### config.mk
export PLATFORM = sky130hd
export DESIGN_NAME = reg_writeback_arbiter
export DESIGN_NICKNAME = d
export VERILOG_FILES = /design/src/rtl/reg_writeback_arbiter.sv
export SDC_FILE = /design/constraint.sdc
export NUM_CORES = 1
export LEC_CHECK = 0
export BUFFER_PORTS_ARGS = -buffer_cell sky130_fd_sc_hd__buf_4
export CORE_UTILIZATION = 51
export DETAILED_ROUTE_END_ITERATION = 7
export GPL_TIMING_DRIVEN = 0
export PLACE_DENSITY = 0.76
export SYNTH_ARGS = -nofsm -noshare
export SYNTH_HDL_FRONTEND = slang
export SYNTH_SLANG_ARGS = --single-unit
### constraint.sdc
create_clock -name clock -period 2.4 [get_ports clock]
set_input_delay 0.24 -clock clock [delete_from_list [all_inputs] [get_ports clock]]
set_output_delay 0.24 -clock clock [all_outputs]
set_load 0.01 [all_outputs]
### src/rtl/reg_writeback_arbiter.sv
// Register-file write-port arbiter: ALU results win, loads queue in a FIFO with a starvation guard.
// Optional destination scoreboard compiled in with `WB_SCOREBOARD_EN.
module reg_writeback_arbiter #(
  parameter int DEPTH        = 4,
  parameter int STARVE_LIMIT = 8
) (
  input  logic        clock,
  input  logic        reset,
  input  logic        alu_valid,
  output logic        alu_ready,
  input  logic [4:0]  alu_rd,
  input  logic [31:0] alu_data,
  input  logic        mem_valid,
  output logic        mem_ready,
  input  logic [4:0]  mem_rd,
  input  logic [31:0] mem_data,
`ifdef WB_SCOREBOARD_EN
  input  logic        issue_valid,
  input  logic [4:0]  issue_rd,
  output logic [31:0] busy_mask,
`endif
  output logic        RegWrite,
  output logic [4:0]  rd,
  output logic [31:0] write_data
);

  localparam int AW = $clog2(DEPTH);
  localparam int PW = AW + 1;
  localparam int SW = $clog2(STARVE_LIMIT + 1);

  logic [4:0]    fifo_rd_r   [DEPTH];
  logic [31:0]   fifo_data_r [DEPTH];
  logic [PW-1:0] wr_ptr_r, rd_ptr_r;
  logic [SW-1:0] starve_r;

  logic          empty_s, full_s, force_s;
  logic          alu_take_s, deq_s, enq_s;
  logic [4:0]    head_rd_s;
  logic [31:0]   head_data_s;

  // Arbitration: a saturated starvation counter steals one cycle from the ALU for the FIFO head.
  always_comb begin
    empty_s     = (wr_ptr_r == rd_ptr_r);
    full_s      = (wr_ptr_r[AW] != rd_ptr_r[AW]) && (wr_ptr_r[AW-1:0] == rd_ptr_r[AW-1:0]);
    force_s     = !empty_s && (starve_r == SW'(STARVE_LIMIT));
    alu_ready   = !reset && !force_s;
    mem_ready   = !reset && !full_s;
    alu_take_s  = alu_valid && alu_ready;
    deq_s       = !alu_take_s && !empty_s;
    enq_s       = mem_valid && mem_ready;
    head_rd_s   = fifo_rd_r[rd_ptr_r[AW-1:0]];
    head_data_s = fifo_data_r[rd_ptr_r[AW-1:0]];
  end

  // FIFO storage; contents need no reset because the pointers define validity.
  always_ff @(posedge clock) begin
    if (enq_s) begin
      fifo_rd_r[wr_ptr_r[AW-1:0]]   <= mem_rd;
      fifo_data_r[wr_ptr_r[AW-1:0]] <= mem_data;
    end
  end

  // Pointers, starvation counter and the registered write port.
  always_ff @(posedge clock) begin
    if (reset) begin
      wr_ptr_r   <= '0;
      rd_ptr_r   <= '0;
      starve_r   <= '0;
      RegWrite   <= 1'b0;
      rd         <= 5'd0;
      write_data <= 32'd0;
    end else begin
      if (enq_s) begin
        wr_ptr_r <= wr_ptr_r + PW'(1);
      end
      if (deq_s) begin
        rd_ptr_r <= rd_ptr_r + PW'(1);
      end
      if (empty_s || deq_s) begin
        starve_r <= '0;
      end else begin
        starve_r <= starve_r + SW'(1);
      end
      // x0 entries are consumed and shown on rd/write_data, but never enable the write.
      if (alu_take_s) begin
        RegWrite   <= (alu_rd != 5'd0);
        rd         <= alu_rd;
        write_data <= alu_data;
      end else if (deq_s) begin
        RegWrite   <= (head_rd_s != 5'd0);
        rd         <= head_rd_s;
        write_data <= head_data_s;
      end else begin
        RegWrite   <= 1'b0;
      end
    end
  end

`ifdef WB_SCOREBOARD_EN
  logic [31:0] busy_r, set_s, clr_s;

  // Scoreboard update terms; a same-cycle set overrides the clear so a new issue stays pending.
  always_comb begin
    set_s = 32'd0;
    clr_s = 32'd0;
    if (issue_valid && (issue_rd != 5'd0)) begin
      set_s[issue_rd] = 1'b1;
    end else begin
      set_s = 32'd0;
    end
    if (deq_s) begin
      clr_s[head_rd_s] = 1'b1;
    end else begin
      clr_s = 32'd0;
    end
  end

  // Scoreboard register; x0 can never be busy.
  always_ff @(posedge clock) begin
    if (reset) begin
      busy_r <= 32'd0;
    end else begin
      busy_r <= ((busy_r & ~clr_s) | set_s) & 32'hFFFF_FFFE;
    end
  end

  assign busy_mask = busy_r;
`endif

endmodule

==> results of run 1 <==
## critical path, stage by stage, from the launching register on
cell and delay, ns:
dfxtp_1 0.34, inv_1 0.06, ha_1 0.13, and3b_1 0.23, o31a_1 0.23, buf_6 0.17
buf_4 0.19, nor2_1 0.05, buf_4 0.16
## cell usage after synthesis (all sizes together)
cell    number  share of area
a211oi      37          0.048
a21oi        1        0.00064
a311oi       1         0.0011
a31oi        1        0.00081
and2         4         0.0032
and3b        1         0.0011
buf         14          0.013
clkbuf      15         0.0074
dfxtp       50           0.13
edfxtp     148           0.57
ha           7          0.011
inv          8         0.0039
mux2i       39          0.050
mux4        37           0.11
nand2        2        0.00097
nand2b       1        0.00081
nand3        1        0.00064
nor2        11         0.0053
nor3        38          0.024
o21ai        1        0.00064
o31a         1         0.0011
o31ai        1        0.00097
o32ai        2         0.0023
or2          1        0.00081
or3          2         0.0016
or4          2         0.0019
xnor2        4         0.0045
xor2         5         0.0056
## per-layer routing
layer,vias to the layer above,GRT usage
li1,2024,-
met1,2218,0.272
met5,-,0
met3,6,0.0650
met2,136,0.354
met4,0,0.0681
## flip-flops by register name, summed over array words and instances (netlist names), named ones only
signal and cells:
fifo_data_r 128, write_data 32, rd 5, RegWrite 1, starve_r 4, wr_ptr_r 3
fifo_rd_r 20, rd_ptr_r 3
## worst max path at each step
stage                                        endpoint  slack, ns                startpoint  cells after the start
after global placement    fifo_data_r[3][2]$_DFFE_PP_      -0.24  wr_ptr_r[0]$_SDFFE_PP0P_                      3
after global routing                        alu_ready       0.01    starve_r[0]$_SDFF_PP0_                      8
after detailed placement  fifo_data_r[1][2]$_DFFE_PP_      -0.32  wr_ptr_r[0]$_SDFFE_PP0P_                      3
after CTS                                   alu_ready       0.03    starve_r[0]$_SDFF_PP0_                      8
final                                       alu_ready       0.16    starve_r[0]$_SDFF_PP0_                      8
after floorplan           fifo_data_r[3][0]$_DFFE_PP_       0.26  wr_ptr_r[0]$_SDFFE_PP0P_                      3
## metrics by stage
step / utilization / hold WS (ns)
floorplan: - / 0.339
global placement: 0.605 / 0.439
detailed placement: 0.605 / 0.443
CTS: 0.647 / 0.000223
global route: 0.653 / 0.00147
finish: 0.653 / 0.0143
## layout by cell type (no fill, tap or decap), drive strengths merged
cell | Yosys | final
xor2 | 5 | 5
buf | 14 | 132
o32ai | 2 | 2
dfxtp | 50 | 50
nor3 | 38 | 38
o31a | 1 | 1
mux4 | 37 | 37
clkinv | 0 | 5
o21ai | 1 | 1
ha | 7 | 7
bufinv | 0 | 3
edfxtp | 148 | 148
and2 | 4 | 4
nand2b | 1 | 1
inv | 8 | 11
and3b | 1 | 1
nand3 | 1 | 1
a31oi | 1 | 1
o31ai | 1 | 1
a21oi | 1 | 1
dlygate4sd3 | 0 | 9
nor2 | 11 | 11
or4 | 2 | 2
xnor2 | 4 | 4
a211oi | 37 | 37
clkinvlp | 0 | 1
clkbuf | 15 | 35
mux2i | 39 | 39
nand2 | 2 | 2
or3 | 2 | 2
a311oi | 1 | 1
or2 | 1 | 1
## logic make-up (layout without fill, tap and decap cells)
family	after synthesis	after routing	synth area share
flip-flops	198	198	0.701
multiplexers	76	76	0.157
AND/OR/NAND/NOR	63	63	0.0409
AO/OA/AOI/OAI	45	45	0.0555
buffers and inverters	37	196	0.0241
XOR/XNOR	9	9	0.0101
adder cells (fa/ha/maj)	7	7	0.0113
## power by group through the flow
stage | clock network, W | logic [W] | registers, W
6_report | 0.00282 | 0.00243 | 0.00410
2_1_floorplan | 0 | 0.00161 | 0.00422
3_3_place_gp | 0 | 0.00239 | 0.00415
5_1_grt | 0.00301 | 0.00262 | 0.00413
4_1_cts | 0.00286 | 0.00246 | 0.00410
3_5_place_dp | 0 | 0.00244 | 0.00417
## repair_timing
item	in CTS	in global routing
buffers inserted	0	1
hold endpoints to repair	8	21
pin swaps	0	0
cloned	0	0
hold buffers	2	7
gates resized for setup	7	3
setup endpoints to repair	150	1
## area by class of cell
type / count / area share
Clock inverter: 12 / 0.0156
Multi-Input combinational cell: 200 / 0.225
Clock buffer: 20 / 0.0455
Buffer: 29 / 0.0173
Tap cell: 184 / 0.0240
Timing Repair Buffer: 127 / 0.102
Inverter: 8 / 0.00313
Sequential cell: 198 / 0.567
==> results.yml, run 1 <==
placed_design:
  placement.cell_area_sq_um: 8890
  placed_cells: 736
  portBuffers: 117
  pre_cts_slack_ns: -0.320
  dp_hpwl_microns: 10200
  gp_routability_congestion: 0.765
synth:
  ys_seq_area_frac: 0.701
  synth_seq_cells: 198
  post_synth.cell_area_avg_sq_um: 17.9
  syn-num-nets: 520
  synth-warning-count: 0
  synth_cells: 435
  syn_area_sq_um: 7770
  yosys_cell_types: 32
clock_network:
  cts-root-to-sink-buffers: 2
  cts_buffer_count: 17
  cts_htree_levels: 4
  clkTransAtPathRegs_ns: 0.06
  tritoncts_clock_tree: "yes"
  clock_latency_ns: 0.42
  clockRootBuffer: "clkbuf_16"
  clkSinkCount: 198
timing:
  rsz0062_at_grt: "false"
  setup-violations-final: 0
  finalMaxSlewViolations: 0
  clk_skew_ns: 0.00995
  setup_tns_final_ns: 0
  report.final.hold_viol_count: 0
  fin_crit_sh: 0.931
  tightest_slew_ns: 0.808
  achievable_clock_frequency_mhz: 447
  final.setup.worst_slack_ns: 0.165
  finalCriticalPeriod_ns: 2.24
  slew_headroom: 0.462
floorplanning:
  fp.dieH_microns: 125
  die_area_sq_um: 15700
  initial_utilization: 0.529
  site_row_count: 44
  core-area_sq_um: 14700
  io_pins: 118
  die_x_microns: 125
detailed_routing:
  number_of_search_and_repair_iterations_in_the_first_detailed_routing_pass: 8
  met2_length_microns: 8050
  vias_per_cell: 5.63
  route.detailed.wl_per_inst_microns: 20.2
  wl_met3_microns: 1090
  top_signal_layer_used: "met4"
  drt_iter0_markers: 303
  drt.antenna.violating_nets: 0
  drt_drc_violations_left: 7
  num_vias: 4384
  routed_wirelength_microns: 15700
  met1_length_microns: 6510
power_and_ir_drop:
  p_leak_nw: 3.51
  power_report.internal_total_w: 0.00686
  seq_power_share: 0.438
  switching_share: 0.266
  p_switching_w: 0.00249
  worst_ir_drop_vdd_v: 0.000561
  total_power_w: 0.00935
  cellPowerDensity_nw_per_um2: 974
  clkPwrFrac: 0.301
  comb_power_share: 0.260
layout:
  multi_input_area_sq_um: 2160
  antenna-diode-count: 0
  area.growth.synth_to_final_pct: 23.5
  layoutNonFillerInstCount: 778
  nNetsFinal: 666
  fillCellCount: 974
  sequential_cell_area_sq_um: 5450
  share_of_final_layout_standard_cells_stronger_than_drive_strength_1: 0.374
  finalInstanceArea_sq_um: 9600
grt:
  first_global_vias: 4523
  grt_overflow: 0
  grt_pass1_wl_microns: 25100
  grtUsageTotal: 0.214
  number_of_antenna_violations_at_the_first_check_in_global_routing: 0
  grt_start_max_net_pins: 39
worst_hold_path:
  holdCritStartpoint: "mem_data[24]"
  min_delay_path_depth: 1
  worst_hold_path.endpoint: "fifo_data_r[3][24]$_DFFE_PP_"
  worst_hold_path_type: "primary input to flop"
critical_path:
  regToRegStartpoint: "wr_ptr_r[0]$_SDFFE_PP0P_"
  worst_ep_required_time_ns: 2.16
  timing.reg2reg.setup_slack_ns: 0.19
  worstSetupPathType: "flop to output pin"
  setup.worst_path.start_class: "flop"
  r2r_cells: 3
  timing.critical_path.fanout_max: 10
  end_kind: "output pin"
  cp.arrival_ns: 2.00
  reg2reg_to: "fifo_rd_r[1][0]$_DFFE_PP_"
outcome:
  failing_checks: "design-rule violations"
  run_status: "finished with violations"
job:
  maxCapViolations: 0
Power figures use the tool's default switching activity.
==> run 2, diff against run 1 <==
==> constraint.sdc (replaced) <==
create_clock -name clock -period 2.4 [get_ports clock]
set_input_delay 0.12 -clock clock [delete_from_list [all_inputs] [get_ports clock]]
set_output_delay 0.12 -clock clock [all_outputs]
set_load 0.01 [all_outputs]
==> results.yml, run 2 (synthesis gave the netlist of run 1 again) <==
timing:
  tightest_slew_ns: 0.789
  achievable_clock_frequency_mhz: 448
  report.final.hold_viol_count: 0
  finalCriticalPeriod_ns: 2.23
  fin_crit_sh: 0.930
  final.setup.worst_slack_ns: 0.168
  setup_tns_final_ns: 0
  clk_skew_ns: 0.00664
  finalMaxSlewViolations: 0
  slew_headroom: 0.474
  setup-violations-final: 0
  rsz0062_at_grt: "false"
power_and_ir_drop:
  p_switching_w: 0.00252
  p_leak_nw: 3.62
  cellPowerDensity_nw_per_um2: 954
  clkPwrFrac: 0.301
  power_report.internal_total_w: 0.00689
  comb_power_share: 0.264
  switching_share: 0.268
  worst_ir_drop_vdd_v: 0.000573
  seq_power_share: 0.436
detailed_routing:
  route.detailed.wl_per_inst_microns: 19.9
  vias_per_cell: 5.59
  drt_drc_violations_left: 7
  drt.antenna.violating_nets: 0
  num_vias: 4501
  drt_iter0_markers: 343
  routed_wirelength_microns: 16000
  number_of_search_and_repair_iterations_in_the_first_detailed_routing_pass: 8
clock_network:
  clock_latency_ns: 0.42
  cts_post_setup_buffers_inserted: 0
  cts_buffer_count: 17
  clockRootBuffer: "clkbuf_16"
  clkSinkCount: 198
  cts-root-to-sink-buffers: 2
  clkTransAtPathRegs_ns: 0.07
  cts_htree_levels: 4
  tritoncts_clock_tree: "yes"
placed_design:
  portBuffers: 117
  gp_routability_congestion: 0.765
  pre_cts_slack_ns: -0.320
  dp_hpwl_microns: 10200
  placement.cell_area_sq_um: 8890
floorplanning:
  core-area_sq_um: 14700
  initial_utilization: 0.529
  io_pins: 118
  die_area_sq_um: 15700
  die_x_microns: 125
  fp.dieH_microns: 125
  site_row_count: 44
layout:
  antenna-diode-count: 0
  sequential_cell_area_sq_um: 5450
  fillCellCount: 945
  max_ffs_per_register: 128
  leading_cell_types_in_the_layout_fill_and_taps_excluded: "148 x edfxtp_1, 119 x buf_4, 50 x dfxtp_1, 39 x mux2i_1, 38 x nor3_1"
  most_common_cell_after_layout_fill_and_taps_aside: "edfxtp_1"
  area.growth.synth_to_final_pct: 26.9
  finalInstanceArea_sq_um: 9870
  share_of_final_layout_standard_cells_stronger_than_drive_strength_1: 0.356
  nNetsFinal: 693
  multi_input_area_sq_um: 2160
grt:
  grtUsageTotal: 0.219
  grt_pass1_wl_microns: 25700
  grt_start_max_net_pins: 39
  grt_overflow: 0
  number_of_antenna_violations_at_the_first_check_in_global_routing: 0
  first_global_vias: 4634
critical_path:
  worstSetupPathType: "flop to output pin"
  cp.arrival_ns: 2.11
  timing.critical_path.cells: "inv_1 -> ha_1 -> and3b_1 -> o31a_1 -> clkbuf_4 -> clkbuf_4 -> nor2_1 -> buf_4"
  timing.critical_path.fanout_max: 10
  slowest_stage: "dfxtp_1"
  slowest_delay_ns: 0.34
  crit_path_frequent_cell: "clkbuf_4"
  end_kind: "output pin"
  setup.worst_path.start_class: "flop"
  worst_ep_required_time_ns: 2.28
job:
  maxCapViolations: 0
worst_hold_path:
  worst_hold_path_type: "primary input to flop"
outcome:
  run_status: "finished with violations"
  failing_checks: "design-rule violations"
[run 2: critical path, delay by kind of cell, from the launching register on]
kind                     cells  cell delay (ns)
AO/OA/AOI/OAI                1             0.22
adder cells (fa/ha/maj)      1             0.13
buffers and inverters        4             0.70
flip-flops                   1             0.34
AND/OR/NAND/NOR              2             0.29
[run 2: layout make-up]
type / instances / area share
Sequential cell: 198 / 0.552
Multi-Input combinational cell: 200 / 0.219
Timing Repair Buffer: 154 / 0.127
Clock buffer: 20 / 0.0443
Tap cell: 184 / 0.0233
Buffer: 29 / 0.0165
Clock inverter: 12 / 0.0152
Inverter: 8 / 0.00304
[run 2: power groups by stage]
stage	logic (W)	registers, W	clock network [W]
2_1_floorplan	0.00161	0.00422	0
3_3_place_gp	0.00239	0.00415	0
3_5_place_dp	0.00244	0.00417	0
4_1_cts	0.00250	0.00410	0.00286
5_1_grt	0.00266	0.00413	0.00301
6_report	0.00248	0.00410	0.00283
[run 2: path summary, 6_finish.rpt]
path,from,end,slack [ns],depth (start not counted)
setup / recovery,starve_r[0]$_SDFF_PP0_,alu_ready,0.17,8
hold / removal,alu_rd[3],RegWrite$_SDFF_PP0_,0.02,3
setup reg to reg,wr_ptr_r[0]$_SDFFE_PP0P_,fifo_data_r[1][21]$_DFFE_PP_,0.18,3
hold reg to reg,starve_r[0]$_SDFF_PP0_,starve_r[0]$_SDFF_PP0_,0.47,1
[run 2: per-layer routing]
metal | GRT usage | share of wire | vias to the layer above
met1 | 0.283 | 0.43 | 2284
li1 | - | - | 2081
met3 | 0.0578 | 0.058 | 17
met4 | 0.0660 | 0.011 | 0
met2 | 0.364 | 0.50 | 119
met5 | 0 | 0 | -
[run 2: through the flow]
| stage | hold WS (ns) | utilization | std cells | total power (W) |
|---|---|---|---|---|
| after global placement | 0.319 | 0.605 | 736 | 0.00654 |
| after global routing | 0.0159 | 0.671 | 805 | 0.00980 |
| after CTS | 0.00159 | 0.670 | 805 | 0.00946 |
| after detailed placement | 0.323 | 0.605 | 736 | 0.00661 |
| final | 0.0196 | 0.671 | 805 | 0.00941 |
| after floorplan | 0.219 | - | 435 | 0.00583 |
[run 2: what timing repair did]
item                                   CTS  global route
setup endpoints to repair              149             1
hold buffers                            37             0
endpoints found under the hold margin  148             0
gates resized for setup                  5             3
==> run 3, diff against run 2 <==
- BUFFER_PORTS_ARGS: -buffer_cell sky130_fd_sc_hd__buf_4 -> not set
- CORE_UTILIZATION: 51 -> 55
- DONT_BUFFER_PORTS: not set -> 1
- PLACE_DENSITY: 0.76 -> 0.73
==> results.yml, run 3 (synthesis gave the netlist of run 1 again) <==
placed_design:
  dp_hpwl_microns: 9770
  gp_routability_congestion: 0.729
  portBuffers: 0
  placement.cell_area_sq_um: 8000
timing:
  finalCriticalPeriod_ns: 2.28
  tightest_slew_ns: 0.808
  achievable_clock_frequency_mhz: 439
  rsz0062_at_grt: "true"
  slew_headroom: 0.461
  setup-violations-final: 0
  finalMaxSlewViolations: 0
  fin_crit_sh: 0.949
  clk_skew_ns: 0.00940
  report.final.hold_viol_count: 0
power_and_ir_drop:
  worst_ir_drop_vdd_v: 0.000471
  cellPowerDensity_nw_per_um2: 965
  p_leak_nw: 3.20
critical_path:
  timing.critical_path.fanout_max: 10
  r2r_cells: 3
  worst_ep_required_time_ns: 2.28
  cp.arrival_ns: 2.16
  reg2reg_to: "fifo_data_r[3][27]$_DFFE_PP_"
  regToRegStartpoint: "wr_ptr_r[0]$_SDFFE_PP0P_"
  timing.reg2reg.setup_slack_ns: 0.17
  worstSetupPathType: "flop to output pin"
  end_kind: "output pin"
  setup.worst_path.start_class: "flop"
detailed_routing:
  drt_iter0_markers: 257
  drt.antenna.violating_nets: 0
  route.detailed.wl_per_inst_microns: 22.4
  number_of_search_and_repair_iterations_in_the_first_detailed_routing_pass: 4
  num_vias: 4244
  routed_wirelength_microns: 16200
  drt_drc_violations_left: 0
  vias_per_cell: 5.86
layout:
  antenna-diode-count: 0
  finalInstanceArea_sq_um: 9360
  area.growth.synth_to_final_pct: 20.4
  nNetsFinal: 616
  max_ffs_per_register: 128
  fin_util: 0.677
  most_common_cell_after_layout_fill_and_taps_aside: "edfxtp_1"
  fillCellCount: 924
  leading_cell_types_in_the_layout_fill_and_taps_excluded: "148 x edfxtp_1, 76 x dlygate4sd3_1, 50 x dfxtp_1, 39 x mux2i_1, 38 x nor3_1"
  share_of_final_layout_standard_cells_stronger_than_drive_strength_1: 0.193
floorplanning:
  io_pins: 118
  die_area_sq_um: 14600
  initial_utilization: 0.562
  fp.dieH_microns: 121
  site_row_count: 43
  core-area_sq_um: 13800
  die_x_microns: 121
clock_network:
  clkSinkCount: 198
  cts_htree_levels: 4
  clkTransAtPathRegs_ns: 0.07
  clockRootBuffer: "clkbuf_16"
  cts_buffer_count: 17
  cts-root-to-sink-buffers: 2
  cts_post_setup_buffers_inserted: 0
  tritoncts_clock_tree: "yes"
  clock_latency_ns: 0.43
grt:
  number_of_antenna_violations_at_the_first_check_in_global_routing: 0
  grt_pass1_wl_microns: 24700
  grt_start_max_net_pins: 38
  grtUsageTotal: 0.236
  first_global_vias: 4478
  grt_overflow: 0
outcome:
  run_status: "finished clean"
job:
  maxCapViolations: 0
worst_hold_path:
  holdCritStartpoint: "mem_valid"
  min_delay_path_depth: 4
  worst_hold_path_type: "primary input to flop"
  worst_hold_path.endpoint: "wr_ptr_r[1]$_SDFFE_PP0P_"
## run 3: cell count changes in the layout (fill, tap and decap cells not counted), sizes merged
cell | before | now
buf | 129 | 14
dlygate4sd3 | 37 | 76
bufinv | 3 | 2
and2 | 4 | 5
inv | 11 | 9
clkinvlp | 1 | 3
clkbuf | 37 | 36
## run 3: timing repair
action / CTS / global route
setup endpoints to repair: 149 / 130
pin swaps: 1 / 2
gates cloned: 1 / 0
hold endpoints to repair: 188 / 0
hold buffers: 76 / 0
gates resized for setup: 5 / 1
## run 3: how the worst max path moves through the flow
| stage | from | end | cells after the start |
|---|---|---|---|
| global placement | wr_ptr_r[0]$_SDFFE_PP0P_ | fifo_data_r[3][2]$_DFFE_PP_ | 3 |
| CTS | wr_ptr_r[0]$_SDFFE_PP0P_ | fifo_data_r[3][18]$_DFFE_PP_ | 3 |
| detailed placement | wr_ptr_r[0]$_SDFFE_PP0P_ | fifo_data_r[3][0]$_DFFE_PP_ | 3 |
| floorplan | wr_ptr_r[0]$_SDFFE_PP0P_ | fifo_data_r[3][0]$_DFFE_PP_ | 3 |
| finish | wr_ptr_r[2]$_SDFFE_PP0P_ | alu_ready | 5 |
| global route | wr_ptr_r[2]$_SDFFE_PP0P_ | alu_ready | 5 |
## run 3: power breakdown
group	total [W]	switching [W]	internal, W
sequential	0.00421	0.000254	0.00395
combinational	0.00208	0.00102	0.00107
clock	0.00274	0.00121	0.00154
## run 3: metrics by stage
step	hold WS (ns)	setup TNS [ns]	instances	power, W	setup WS [ns]
2_1_floorplan	0.219	0	435	0.00583	0.264
3_3_place_gp	0.219	-33.52	615	0.00618	-0.245
3_5_place_dp	0.219	-47.54	615	0.00624	-0.358
4_1_cts	0.0112	0	724	0.00909	0.0310
5_1_grt	0.0455	-0.0170	724	0.00939	-0.0170
6_report	0.0319	0	724	0.00903	0.123
## run 3: layout make-up
class | count | area [sq um] | area share
clock buffers | 21 | 440 | 0.0470
multi-input cells | 201 | 2170 | 0.232
flip-flops and latches | 198 | 5450 | 0.582
clock inverters | 11 | 128 | 0.0136
plain buffers | 29 | 158 | 0.0168
well taps | 180 | 225 | 0.0241
repair buffers | 76 | 761 | 0.0813
inverters | 8 | 30.0 | 0.00321
## run 3: metal layers
layer / vias to the layer above / part of all wire / GRT usage
met2: 155 / 0.53 / 0.403
li1: 1935 / - / -
met1: 2139 / 0.39 / 0.288
met5: - / 0 / 0
met4: 0 / 0.011 / 0.0779
met3: 15 / 0.074 / 0.0700
## run 3: critical path, stage by stage, from the launching register on
cell,delay [ns]
dfxtp_1,0.38
xor2_1,0.44
o31a_1,0.26
buf_2,0.26
buf_2,0.28
nor2_1,0.11
